==> src/rtl/psram_rd_capture_seq.sv <==
// PSRAM read capture sequencer: latency wait, IDDR byte-pair packing, show-ahead capture FIFO.
// Optional RWDS strobe gating with capture timeout is enabled by defining PSRAM_RWDS_GATE_EN.
module psram_rd_capture_seq #(
  parameter int DQ_W       = 8,
  parameter int LAT_W      = 4,
  parameter int BURST_W    = 5,
  parameter int FIFO_DEPTH = 4
) (
  input  logic                 clk,
  input  logic                 reset_n,
  input  logic                 start,
  input  logic [LAT_W-1:0]     latency,
  input  logic [BURST_W-1:0]   burst_len,
  input  logic [DQ_W-1:0]      iddr_q0,
  input  logic [DQ_W-1:0]      iddr_q1,
`ifdef PSRAM_RWDS_GATE_EN
  input  logic                 rwds_q0,
  input  logic                 rwds_q1,
  output logic                 timeout,
`endif
  output logic                 busy,
  output logic                 done,
  output logic [2*DQ_W-1:0]    rd_data,
  output logic                 rd_valid,
  input  logic                 rd_ready,
  output logic                 overflow
);

  localparam int PTR_W = (FIFO_DEPTH > 1) ? $clog2(FIFO_DEPTH) : 1;

  typedef enum logic [1:0] {
    IDLE,
    WAIT_LAT,
    CAPTURE,
    DONE
  } state_t;

  state_t               state;
  logic [LAT_W-1:0]     lat_cnt;
  logic [BURST_W-1:0]   word_cnt;

  logic [2*DQ_W-1:0]    mem [FIFO_DEPTH];
  logic [PTR_W-1:0]     wr_ptr;
  logic [PTR_W-1:0]     rd_ptr;
  logic [PTR_W:0]       count;

  logic                 strobe;
  logic                 start_acc;
  logic                 push;
  logic                 pop;
  logic                 full;
  logic                 push_ok;
  logic [2*DQ_W-1:0]    cap_word;

`ifdef PSRAM_RWDS_GATE_EN
  logic [3:0]           miss_cnt;
`endif

  always_comb begin
`ifdef PSRAM_RWDS_GATE_EN
    strobe = rwds_q0 & ~rwds_q1;
`else
    strobe = 1'b1;
`endif
  end

  assign start_acc = (state == IDLE) && start;
  assign push      = (state == CAPTURE) && strobe;
  assign rd_valid  = (count != '0);
  assign pop       = rd_valid && rd_ready;
  assign full      = (count == (PTR_W+1)'(FIFO_DEPTH));
  // a full FIFO still accepts a word when the head leaves on the same edge
  assign push_ok   = push && (!full || pop);
  assign cap_word  = {iddr_q0, iddr_q1};
  assign rd_data   = mem[rd_ptr];

  always_ff @(posedge clk) begin
    if (!reset_n) begin
      state    <= IDLE;
      lat_cnt  <= '0;
      word_cnt <= '0;
      busy     <= 1'b0;
      done     <= 1'b0;
`ifdef PSRAM_RWDS_GATE_EN
      miss_cnt <= '0;
      timeout  <= 1'b0;
`endif
    end else begin
      case (state)
        IDLE: begin
          done <= 1'b0;
          if (start) begin
            lat_cnt  <= latency;
            word_cnt <= burst_len;
`ifdef PSRAM_RWDS_GATE_EN
            miss_cnt <= '0;
            timeout  <= 1'b0;
`endif
            if (latency != '0) begin
              state <= WAIT_LAT;
              busy  <= 1'b1;
            end else if (burst_len != '0) begin
              state <= CAPTURE;
              busy  <= 1'b1;
            end else begin
              state <= DONE;
              busy  <= 1'b0;
              done  <= 1'b1;
            end
          end
        end
        WAIT_LAT: begin
          lat_cnt <= lat_cnt - 1'b1;
          if (lat_cnt == LAT_W'(1)) begin
            if (word_cnt != '0) begin
              state <= CAPTURE;
            end else begin
              state <= DONE;
              busy  <= 1'b0;
              done  <= 1'b1;
            end
          end
        end
        CAPTURE: begin
          // dropped words still count: the PSRAM side cannot be stalled
          if (strobe) begin
            word_cnt <= word_cnt - 1'b1;
`ifdef PSRAM_RWDS_GATE_EN
            miss_cnt <= '0;
`endif
            if (word_cnt == BURST_W'(1)) begin
              state <= DONE;
              busy  <= 1'b0;
              done  <= 1'b1;
            end
          end
`ifdef PSRAM_RWDS_GATE_EN
          else if (miss_cnt == 4'd15) begin
            timeout <= 1'b1;
            state   <= DONE;
            busy    <= 1'b0;
            done    <= 1'b1;
          end else begin
            miss_cnt <= miss_cnt + 1'b1;
          end
`endif
        end
        DONE: begin
          done  <= 1'b0;
          busy  <= 1'b0;
          state <= IDLE;
        end
        default: begin
          state <= IDLE;
          busy  <= 1'b0;
          done  <= 1'b0;
        end
      endcase
    end
  end

  always_ff @(posedge clk) begin
    if (!reset_n) begin
      wr_ptr   <= '0;
      rd_ptr   <= '0;
      count    <= '0;
      overflow <= 1'b0;
      for (int unsigned i = 0; i < FIFO_DEPTH; i++) begin
        mem[i] <= '0;
      end
    end else begin
      if (push_ok) begin
        mem[wr_ptr] <= cap_word;
        wr_ptr      <= wr_ptr + 1'b1;
      end
      if (pop) begin
        rd_ptr <= rd_ptr + 1'b1;
      end
      case ({push_ok, pop})
        2'b10:   count <= count + 1'b1;
        2'b01:   count <= count - 1'b1;
        default: count <= count;
      endcase
      if (start_acc) begin
        overflow <= 1'b0;
      end else if (push && full && !pop) begin
        overflow <= 1'b1;
      end
    end
  end

endmodule

==> config.mk <==
export PLATFORM = sky130hd
export DESIGN_NAME = psram_rd_capture_seq
export DESIGN_NICKNAME = d
export VERILOG_FILES = /design/src/rtl/psram_rd_capture_seq.sv
export SDC_FILE = /design/constraint.sdc
export NUM_CORES = 1
export LEC_CHECK = 0
export ABC_AREA = 1
export BUFFER_PORTS_ARGS = -buffer_cell sky130_fd_sc_hd__buf_2
export CAP_MARGIN = 10
export CELL_PAD_IN_SITES_DETAIL_PLACEMENT = 1
export CELL_PAD_IN_SITES_GLOBAL_PLACEMENT = 2
export CORE_UTILIZATION = 39
export DETAILED_ROUTE_END_ITERATION = 7
export GPL_ROUTABILITY_DRIVEN = 0
export PLACE_DENSITY = 0.89
export SLEW_MARGIN = 10
export SYNTH_ARGS = -nofsm -noshare
export SYNTH_HDL_FRONTEND = slang
export SYNTH_SLANG_ARGS = --single-unit
==> constraint.sdc <==
create_clock -name clk -period 4.39 [get_ports clk]
set_input_delay 0 -clock clk [delete_from_list [all_inputs] [get_ports clk]]
set_output_delay 0 -clock clk [all_outputs]
set_load 0.01 [all_outputs]
# Yosys cells after proc, flatten, opt, wreduce, memory -nomap -nowiden
# Memories as Yosys holds them, arrays and structs flattened. A register that Yosys moved wholly into a read port is not among the register bits.
# Cells that the tools add are included.
# totals
register_bits,21
latchBits,0
mem_bits_rw,64
romBits,0
input_bits,29
output_inout_bits,20
mem_count,1
# memory_table
memory,depth,word_bits,rd,rd_ports_with_merged_regs,write_ports,line,rtl
mem,4,16,1,1,4,42,logic [2*DQ_W-1:0] mem [FIFO_DEPTH];
# op_classes
addsub,6
n_mul,0
div,0
magnitude_cmp,0
eq_ne,12
shifts,0
mux,35
bitwise,1
reduce_logical,23
# op_table
cell,n
two-way mux 1 bit,19
two-way mux 16 bit,1
OR reduction 16 bit,1
two-way mux 2 bit,7
one-hot mux 5 bit (2 select lines),1
nonzero test 5 bit,2
one-hot mux 1 bit (4 select lines),2
one-hot mux 2 bit (4 select lines),1
one-hot mux 4 bit (2 select lines),1
equality test 2 bit (second input constant),3
inequality test 2 bit (second input constant),3
one-hot mux 3 bit (2 select lines),1
AND reduction 3 bit,2
nonzero test 2 bit,3
equality test 5 x 1 -> 1 bit (second input constant),1
logical AND 1 bit,5
two-way mux 5 bit,1
subtractor 5 x 1 -> 5 bit (second input constant),1
adder 2 x 1 -> 2 bit (second input constant),2
equality test 2 x 1 -> 1 bit (second input constant),2
equality test 4 x 1 -> 1 bit (second input constant),1
two-way mux 4 bit,1
AND reduction 2 bit,2
AND reduction 4 bit,1
12 further kinds,13

# Longest topological paths before layout
# Gate-level depths: netlist of the first run.
# depth
word_depth,9
depth_mapped,11
depth_no_buf,11

# Worst setup path before layout of the first run
# OpenSTA, ideal clock, no wires.
# synth_path
kind,reg2reg
startpoint,register state[0]
endpoint,"memory mem[0][0] (netlist name), enable pin"
arrival_ns,2.124
path_slack_ns,1.855
path_stages_with_launch,7
cell_sequence,dfxtp_1 > inv_1 > ha_1 > nand2_4 > nor2_8 > nand2_4 > o21ai_0
# synth_rtl
element,line,rtl
start: declaration,38,state_t state;
start signal: assignment,79,state <= IDLE;
start signal: assignment,100,state <= WAIT_LAT;
start signal: assignment,103,state <= CAPTURE;
end: declaration,42,

==> qor.yml, run 1 <==
vias: 3248
area_delta_synth_final_pct: 15.4
critPathArrivalTime_ns: 3.07
crit_chain: "inv_1 > nor2_1 > clkinv_1 > o21ai_1 > buf_4"
cts_hold_buf: 12
drt_iter0_markers: 135
grt_use_total_pct: 18.6
worstRegToRegCells: 5
drc_errors: 0
finalHoldWorstSlack_ns: -0.00486
worst-path-stages: 5
setup_ws_ns: 1.38
fin_util_pct: 46.6
yosysUniqueCellTypes: 27
vias_per_cell: 5.01
place_ws_ns: 1.41
final_cell_mix: "nor2_1 (82), edfxtp_1 (64), o21ai_0 (57), nand2_1 (55), inv_1 (50)"
wl_um: 9770
violations: "negative hold slack"
grt_pass1_wl_um: 16000
mostFrequentLayoutCell: "nor2_1"
min_path_cells: 3
max-cap-violations: 0
row_count: 37
slowest_delay_ns: 0.86
max-vdd-ir-drop_uv: 185
crit_fanout: 19
crit_slowest_cell: "dfxtp_1"
yosysWarnings: 0
placed_area_sq_um: 4540
synthCells: 449
end_kind: "flip-flop"
required_ns: 4.45
cts_made_buffers: 9
synth-seq-cells: 87
clk_pin_slew_ns: 0.08
die_h_um: 106
postCtsResizedCells: 0
maxSlewHeadroom_pct: 33.7
dieArea_sq_um: 11200
fin_area_sq_um: 4830
die_w_um: 106
seqCellArea_sq_um: 2380
grt_max_degree: 34
status: "complete, but fails checks"
syn_avg_cell_area_sq_um: 9.32
worstSetupPathType: "reg2reg"
fillers: 1249
worst_pin_slew_ns: 0.988
synth_nets: 488
drt_first_pass_iters: 4
ys_seq_area_share_pct: 56.9
startpoint_type: "flip-flop"
drive_above_1_share_pct: 18.4
wl_per_cell_um: 15.1
tns_ns: 0
critPathBufInv: 3
setup_violations: 0
cts_max_level: 3
design.core.area_sq_um: 10400
syn_area_sq_um: 4190
final.period_utilization_pct: 68.5
drtAntennaViolNets: 0
path_delay_family: "buffers and inverters"
grt_overflow: 0
start_util_pct: 40.4
cts_tree: "built"
portBuffers: 48
p_leak_uw: 0.00202
cts_buffer_depth: 2
antenna_cells: 0
power.density_nw_per_um2: 512
clkLatencyLatePin_ns: 0.36
hold_class: "in2reg"
hold_viol: 1
io_pins: 49
fmax_mhz: 333
nNetsFinal: 546
min_period_ns: 3.01
maxSlewViolCount: 0
cts_setup_buffers: 0
worst_clock_skew_ns: 0.0149
grt_setup_unrepaired: "no"
hpwl_um: 7000
clock-sinks: 87
antenna_found_initial: 0
clk_root_buffer_cell: "clkbuf_8"
multi_input_area_sq_um: 1510
grt_pass1_vias: 3267
[final cells by class]
type | count | area share [%]
clock inverters | 6 | 0.958
repair buffers | 65 | 8.24
multi-input cells | 292 | 31.3
well taps | 136 | 3.52
clock buffers | 10 | 2.64
flip-flops and latches | 87 | 49.3
inverters | 52 | 4.04
[stage by stage]
stage / total power (uW) / std cells
after global placement: 1960 / 620
after global routing: 2660 / 648
after detailed placement: 1990 / 620
final: 2470 / 648
after CTS: 2490 / 648
after floorplan: 1710 / 449
[synthesized netlist by cell type]
cell,instances,area (sq um)
nand3_2,1,10.0
fa_1,1,20.0
buf_12,1,20.0
o31ai_1,1,7.51
edfxtp_1,64,1920
nor2_2,1,6.26
buf_6,1,11.3
nor3_1,8,40.0
a21oi_1,22,110
inv_1,50,188
dfxtp_1,23,460
nor2_8,1,20.0
nand2_2,6,37.5
buf_2,3,15.0
nand3_1,10,50.1
o21ai_0,60,300
nand2_1,55,206
buf_4,2,15.0
ha_1,9,113
clkinv_1,2,7.51
nand2_4,5,56.3
clkbuf_1,11,41.3
nor3_2,9,90.1
nor2_1,82,308
nand4_1,3,18.8
or2_2,2,12.5
o22ai_1,16,100
[flip-flops by register name, summed over array words and instances (netlist names), named ones only]
signal / count
count: 3
overflow: 1
mem: 64
wr_ptr: 2
word_cnt: 5
done: 1
rd_ptr: 2
lat_cnt: 4
busy: 1
state: 2
[routing by layer]
metal | routed length (um) | GRT usage (%) | vias up
li1 | - | - | 1625
met1 | 4430 | 23.2 | 1564
met2 | 4970 | 33.0 | 45
met3 | 235 | 2.78 | 14
met4 | 143 | 5.75 | 0
met5 | 0 | 0 | -
[worst paths after layout]
path         slack, ns               startpoint                      end
min reg2reg       0.47  lat_cnt[2]$_SDFFE_PN0P_  lat_cnt[2]$_SDFFE_PN0P_
min             -0.005               latency[0]  lat_cnt[0]$_SDFFE_PN0P_
max               1.38   wr_ptr[1]$_SDFFE_PN0P_  mem[2][2]$_SDFFCE_PN0P_
max reg2reg       1.38   wr_ptr[1]$_SDFFE_PN0P_  mem[2][2]$_SDFFCE_PN0P_
[cells by family (layout without fill, tap and decap cells)]
family                     count (synthesis)  in the layout  share of synthesized area (%)
DFF                                       87             87                           56.9
buffers and inverters                     70            133                           7.11
adders and majority gates                 10             10                           3.17
and+or+nand+nor                          183            183                           20.4
AOI/OAI and AO/OA                         99             99                           12.4
[power by group]
group          internal (uW)  switching (uW)  total [uW]
sequential              1000            68.9        1070
clock                    209             294         502
combinational            301             596         897
[tightest hold or removal path, stage by stage]
cell and delay [ns]:
buf_2 0.09, o21ai_0 0.08, a21oi_1 0.14
No activity file was read; power rests on OpenSTA's default activity.
==> inputs of run 2 (changes only) <==
--- a/config.mk
+++ b/config.mk
@@ -5,15 +5,15 @@
 export SDC_FILE = /design/constraint.sdc
 export NUM_CORES = 1
 export LEC_CHECK = 0
-export ABC_AREA = 1
+export ABC_AREA = 0
 export BUFFER_PORTS_ARGS = -buffer_cell sky130_fd_sc_hd__buf_2
 export CAP_MARGIN = 10
 export CELL_PAD_IN_SITES_DETAIL_PLACEMENT = 1
 export CELL_PAD_IN_SITES_GLOBAL_PLACEMENT = 2
-export CORE_UTILIZATION = 39
+export CORE_UTILIZATION = 36
 export DETAILED_ROUTE_END_ITERATION = 7
 export GPL_ROUTABILITY_DRIVEN = 0
-export PLACE_DENSITY = 0.89
+export PLACE_DENSITY = 0.8
 export SLEW_MARGIN = 10
 export SYNTH_ARGS = -nofsm -noshare
 export SYNTH_HDL_FRONTEND = slang
==> constraint.sdc (replaced) <==
create_clock -name clk -period 2.7 [get_ports clk]
set_input_delay 0 -clock clk [delete_from_list [all_inputs] [get_ports clk]]
set_output_delay 0 -clock clk [all_outputs]
set_load 0.01 [all_outputs]
==> run 2 against run 1 <==
The run now ends clean. Maximum frequency rose by 25%. Sequential share of layout area fell by 2.2 points. Clock skew fell by 0.0085 ns. Cell count fell by 18%. Setup slack got worse by 1.1 ns. Via count fell by 17%. Highest routed layer unchanged. Cell area rose by 4.7%.
==> qor.yml, run 2 <==
netlist_top_cells_area: "edfxtp_1 (46%), dfxtp_1 (11%), mux4_2 (8.7%)"
grt_overflow: 0  # unchanged
crit_chain: "or4b_4 > nand2_4 > ha_1 > inv_1 > fa_1 > xor2_1 > or3_1 > a21oi_1"
clock-sinks: 87  # unchanged
postCtsResizedCells: 0  # unchanged
clk_root_buffer_cell: "clkbuf_16"
ys_seq_area_share_pct: 57.6  # +0.65 points
syn_avg_cell_area_sq_um: 13.0  # +39%
drc_errors: 0  # unchanged
grt_pass1_vias: 2797  # -14%
synth_flop_cell: "edfxtp_1"
synth_nets: 358  # -27%
crit_slowest_cell: "or4b_4"
portBuffers: 48  # unchanged
die_w_um: 109  # +3.4%
power.density_nw_per_um2: 891  # +74%
clk_pin_slew_ns: 0.06  # -0.02 ns
dieArea_sq_um: 11900  # +7.0%
slowest_delay_ns: 0.59  # -0.27 ns
antenna_found_initial: 0  # unchanged
cts_tree: "built"
hold_viol: 0  # -1
status: "complete, no violations"
final.period_utilization_pct: 89.2  # +21 points
max-vdd-ir-drop_uv: 416  # +120%
synthCells: 319  # -29%
synth-seq-cells: 87  # unchanged
end_kind: "flip-flop"
clkLatencyLatePin_ns: 0.34  # -0.02 ns
hold_class: "in2reg"
vias_per_cell: 5.09  # +1.6%
drt_first_pass_iters: 4  # unchanged
yosysUniqueCellTypes: 50  # +85%
min_period_ns: 2.41  # -0.597 ns
final_cell_mix: "edfxtp_1 (64), buf_2 (48), and2_1 (34), and3_1 (32), dfxtp_1 (23)"
required_ns: 2.97  # -1.48 ns
drive_above_1_share_pct: 24.5  # +6.1 points
grt_setup_unrepaired: "no"
area_delta_synth_final_pct: 22.2
yosysTopAreaCellShare_pct: 46.4  # +0.53 points
fmax_mhz: 415  # +25%
synthTopCellsByCount: "edfxtp_1 (64), and2_1 (34), and3_1 (32), dfxtp_1 (23), nor2_1 (20)"
start_util_pct: 37.5  # -2.8 points
wl_um: 9000  # -7.9%
drtAntennaViolNets: 0  # unchanged
design.core.area_sq_um: 11000  # +6.4%
row_count: 38  # +2.7%
max-cap-violations: 0  # unchanged
nNetsFinal: 426  # -22%
grt_pass1_wl_um: 14300  # -11%
crit_fanout: 5  # -14
largest_reg_flops: 64  # unchanged
hpwl_um: 5950  # -15%
hp-start: "reset_n"
vias: 2708  # -17%
p_leak_uw: 0.00205  # +1.1%
critPathBufInv: 1  # -2
tns_ns: 0  # unchanged
setup_violations: 0  # unchanged
critPathArrivalTime_ns: 2.68  # -0.39 ns
maxSlewViolCount: 0  # unchanged
cts_hold_buf: 17  # +5
regMostFlops: "mem"
maxSlewHeadroom_pct: 45.1  # +11 points
drt_iter0_markers: 59  # -56%
antenna_cells: 0  # unchanged
crit_path_start: "count[0]$_SDFFE_PN0P_"
die_h_um: 109  # +3.4%
io_pins: 49  # unchanged
cts_setup_buffers: 0  # unchanged
worst_pin_slew_ns: 0.813  # -0.175 ns
top_regs: "mem x64, word_cnt x5, lat_cnt x4"
async_flop_share_pct: 0  # unchanged
synth_edf_count: 64  # unchanged
finalPower_uw: 4500  # +82%
synth_top_area_cell: "edfxtp_1"
cts_buffer_depth: 2  # unchanged
worst_clock_skew_ns: 0.00639  # -0.00847 ns
yosysWarnings: 0  # unchanged
startpoint_type: "flip-flop"
worstSetupPathType: "reg2reg"
grt_use_total_pct: 16.3  # -2.3 points
r2r_start: "count[0]$_SDFFE_PN0P_"
cts_max_level: 3  # unchanged
wl_per_cell_um: 16.9  # +12%
cts_made_buffers: 9  # unchanged
syn_area_sq_um: 4140  # -1.1%
yosysMostFrequentCell: "edfxtp_1"
mostFrequentLayoutCell: "edfxtp_1"
grt_max_degree: 49  # +44%
path_delay_family: "simple AND/OR/NAND/NOR gates"
## run 2: cell types whose count changed in the layout (fill, tap and decap cells not counted), moves of 14 or more
cell,change
o21ai_0,-48
and3_1,+32
o22ai_1,-16
nor2_1,-62
a21oi_1,-14
mux4_2,+16
and2_1,+34
inv_1,-36
nand2_1,-49
## run 2: where the power goes
part | internal, uW | switching (uW)
registers | 1650 | 141
logic | 592 | 695
clock network | 907 | 522
## run 2: final timing paths
check	endpoint	slack, ns	cells after the start
max	count[2]$_SDFFE_PN0P_	0.29	8
min	word_cnt[0]$_SDFFE_PN0P_	0.02	2
min reg2reg	busy$_SDFFE_PN0P_	0.50	1
max reg2reg	count[2]$_SDFFE_PN0P_	0.29	8
## run 2: per-stage QoR
stage | instances | cell area (sq um) | setup slack [ns] | utilization [%] | hold slack, ns
global route | 532 | 5060 | 0.174 | 45.8 | 0.0350
global placement | 499 | 4540 | 0.373 | 41.2 | 0.274
finish | 532 | 5060 | 0.291 | 45.8 | 0.0246
CTS | 532 | 5060 | 0.280 | 45.8 | 0.0206
detailed placement | 499 | 4540 | 0.298 | 41.2 | 0.276
floorplan | 319 | 4140 | -0.187 | - | 0.0960
## run 2: cell type report
class	instances	area [sq um]
clock inverters	7	119
repair buffers	75	485
fillers	1146	5970
clock buffers	9	225
inverters	15	56.3
flip-flops and latches	87	2380
multi-input cells	199	1610
well taps	140	175
## run 2: cell families after synthesis
kind of cell	Yosys count	share of synthesized area, %
AND/OR/NAND/NOR	120	17.5
AO/OA/AOI/OAI	41	6.71
XOR/XNOR	6	1.27
flip-flops	87	57.6
adder cells (fa/ha/maj)	10	3.20
buffers and inverters	33	3.60
multiplexers	22	10.2
## run 2: per-layer routing
| metal | GRT usage [%] | wire (um) |
|---|---|---|
| met1 | 18.1 | 3780 |
| met2 | 30.5 | 4850 |
| met3 | 4.00 | 298 |
| met4 | 4.29 | 78 |
| met5 | 0 | 0 |
## run 2: worst register-to-register path, stage by stage, from the launching register on
cell     delay [ns]
dfxtp_1        0.35
or4b_4         0.59
nand2_4        0.15
ha_1           0.21
inv_1          0.06
fa_1           0.37
xor2_1         0.16
or3_1          0.31
a21oi_1        0.14
==> inputs of run 3 (changes only) <==
--- a/config.mk
+++ b/config.mk
@@ -5,15 +5,15 @@
 export SDC_FILE = /design/constraint.sdc
 export NUM_CORES = 1
 export LEC_CHECK = 0
-export ABC_AREA = 0
+export ABC_AREA = 1
 export BUFFER_PORTS_ARGS = -buffer_cell sky130_fd_sc_hd__buf_2
 export CAP_MARGIN = 10
 export CELL_PAD_IN_SITES_DETAIL_PLACEMENT = 1
 export CELL_PAD_IN_SITES_GLOBAL_PLACEMENT = 2
-export CORE_UTILIZATION = 36
+export CORE_UTILIZATION = 33
 export DETAILED_ROUTE_END_ITERATION = 7
 export GPL_ROUTABILITY_DRIVEN = 0
-export PLACE_DENSITY = 0.8
+export PLACE_DENSITY = 0.81
 export SLEW_MARGIN = 10
 export SYNTH_ARGS = -nofsm -noshare
 export SYNTH_HDL_FRONTEND = slang
==> run 3 against run 2 <==
Core utilization down 4.8 points. Cell count up 29%. Combinational power up 17%. Sequential power down 3%. Cell area down 0.97%. Clock skew about the same. Die area up 10%. Register-to-register slack better by 0.14 ns. Maximum frequency up 6.2%. Largest cell class unchanged. Highest routed layer unchanged.
==> qor.yml, run 3 (synthesized netlist as in run 1, its figures left out) <==
cts_tree: "built"
crit_fanout: 11  # +6
fin_area_sq_um: 5010  # -0.97%
placed_cells: 659  # +32%
drtAntennaViolNets: 0  # unchanged
required_ns: 2.92  # -0.05 ns
mostFrequentLayoutCell: "nor2_1"
dieArea_sq_um: 13100  # +10%
pwr-share-seq_pct: 39.5  # -0.2 points
hp-start: "burst_len[0]"
clk_root_buffer_cell: "clkbuf_16"
worstRegToRegCells: 10  # +2
path_delay_family: "adder cells"
start_util_pct: 34.3  # -3.2 points
fmax_mhz: 441  # +6.2%
grt_setup_unrepaired: "no"
max-cap-violations: 0  # unchanged
wl_um: 10400  # +16%
r2r_start: "state[0]$_SDFFE_PN0P_"
slowest_delay_ns: 0.39  # -0.20 ns
grt_pass1_wl_um: 16900  # +18%
worst-path-stages: 10  # +2
worst_pin_slew_ns: 0.655  # -0.158 ns
end_kind: "flip-flop"
postCtsResizedCells: 0  # unchanged
hold_end: "word_cnt[0]$_SDFFE_PN0P_"
drc_errors: 0  # unchanged
critPathBufInv: 2  # +1
grt_pass1_vias: 3383  # +21%
drt_iter0_markers: 170  # +190%
min_path_cells: 3  # +1
cts_buffer_depth: 2  # unchanged
antenna_found_initial: 0  # unchanged
grt_overflow: 0  # unchanged
largest_reg_flops: 64  # unchanged
p_comb_share_pct: 34.4  # +5.8 points
min_period_ns: 2.27  # -0.142 ns
design.core.area_sq_um: 12200  # +11%
multi_input_area_sq_um: 1510  # -6.3%
p_leak_uw: 0.00209  # +2.1%
antenna_cells: 0  # unchanged
worst_clock_skew_ns: 0.00654  # +0.000149 ns
wl_per_cell_um: 15.2  # -10%
clkLatencyLatePin_ns: 0.34  # about the same
nNetsFinal: 552  # +30%
maxSlewHeadroom_pct: 56.3  # +11 points
cts_setup_buffers: 0  # unchanged
setup_violations: 0  # unchanged
placed_area_sq_um: 4630  # +1.9%
p_int_uw: 2770  # -12%
clock-sinks: 87  # unchanged
hold_viol: 0  # unchanged
switchingPower_uw: 1610  # +19%
grt_max_degree: 33  # -33%
vias_per_cell: 4.83  # -5.1%
final_cells: 686  # +29%
die_w_um: 115  # +5.0%
fillers: 1482  # +29%
crit_chain: "inv_1 > ha_1 > nand2_4 > ha_1 > inv_1 > fa_1 > a21oi_1 > o21ai_0 > o21ai_0 > a21oi_1"
cts_hold_buf: 11  # -6
worstSetupPathType: "reg2reg"
hold_class: "in2reg"
final_cell_mix: "nor2_1 (82), edfxtp_1 (64), o21ai_0 (57), nand2_1 (55), inv_1 (50)"
crit_slowest_cell: "fa_1"
die_h_um: 115  # +5.0%
portBuffers: 48  # unchanged
pwr-share-clk_pct: 26.0  # -5.7 points
tns_ns: 0  # unchanged
drt_first_pass_iters: 4  # unchanged
hpwl_um: 7070  # +19%
grt_use_total_pct: 17.2  # +0.90 points
io_pins: 49  # unchanged
top_regs: "mem x64, word_cnt x5, lat_cnt x4"
startpoint_type: "flip-flop"
status: "complete, no violations"
drive_above_1_share_pct: 19.1  # -5.4 points
vias: 3313  # +22%
critPathArrivalTime_ns: 2.49  # -0.19 ns
cts_max_level: 3  # unchanged
maxSlewViolCount: 0  # unchanged
seqCellArea_sq_um: 2380  # unchanged
r2r_slack_ns: 0.43  # +0.14 ns
power.density_nw_per_um2: 875  # -1.8%
regMostFlops: "mem"
clk_pin_slew_ns: 0.06  # about the same
switching_share_pct: 36.8  # +6.7 points
cts_made_buffers: 9  # unchanged
crit-reg2reg-capture: "count[2]$_SDFFE_PN0P_"
row_count: 40  # +5.3%
final.period_utilization_pct: 84.0  # -5.2 points
max-vdd-ir-drop_uv: 304  # -27%
area_delta_synth_final_pct: 19.6
run 3: cell count changes in the layout (fill, tap and decap cells not counted), sizes merged, moves of 16 or more:
cell,before,now
and2,34,0
and3,32,0
inv,16,51
mux4,16,0
nand2,7,66
nor2,21,84
nor3,0,17
o21ai,12,60
o22ai,0,16
run 3: through the flow:
step / hold slack [ns] / setup WS [ns] / util [%] / power [uW]
final: 0.00349 / 0.433 / 41.0 / 4380
after CTS: 0.00179 / 0.421 / 41.0 / 4440
after floorplan: 0.0894 / 0.165 / - / 2780
after global placement: 0.230 / 0.607 / 37.9 / 3220
after detailed placement: 0.234 / 0.572 / 37.9 / 3270
after global routing: 0.0171 / 0.150 / 41.0 / 4680
run 3: area by class of cell:
cell class | instances | share of cell area [%]
Clock buffer | 12 | 4.72
Clock inverter | 4 | 0.625
Inverter | 52 | 3.90
Multi-Input combinational cell | 292 | 30.2
Sequential cell | 87 | 47.6
Tap cell | 168 | 4.20
Timing Repair Buffer | 71 | 8.80
run 3: power by group through the flow:
| stage | logic (uW) | registers (uW) | clock network [uW] |
|---|---|---|---|
| after floorplan | 1040 | 1740 | 0 |
| after global placement | 1460 | 1750 | 0 |
| after detailed placement | 1510 | 1760 | 0 |
| after CTS | 1540 | 1730 | 1170 |
| after global routing | 1700 | 1760 | 1220 |
| final | 1510 | 1730 | 1140 |
run 3: worst min-delay path: stages:
cell and delay (ns):
buf_2 0.08, o21ai_0 0.08, a21oi_1 0.14
run 3: per-layer routing:
layer  global-route usage, %  wire (um)  up-vias
met5                       0          0        -
met4                    7.62        218        0
met3                    2.65        289       17
met2                    31.8       5520       46
met1                    19.4       4370     1616
li1                        -          -     1634
run 3: worst max-delay path by stage:
| stage | slack (ns) | to | start |
|---|---|---|---|
| floorplan | 0.17 | mem[0][0]$_SDFFCE_PN0P_ | state[0]$_SDFFE_PN0P_ |
| global placement | 0.61 | count[2]$_SDFFE_PN0P_ | state[0]$_SDFFE_PN0P_ |
| detailed placement | 0.57 | count[2]$_SDFFE_PN0P_ | state[0]$_SDFFE_PN0P_ |
| CTS | 0.42 | count[2]$_SDFFE_PN0P_ | state[0]$_SDFFE_PN0P_ |
| global route | 0.15 | count[2]$_SDFFE_PN0P_ | state[0]$_SDFFE_PN0P_ |
| finish | 0.43 | count[2]$_SDFFE_PN0P_ | state[0]$_SDFFE_PN0P_ |
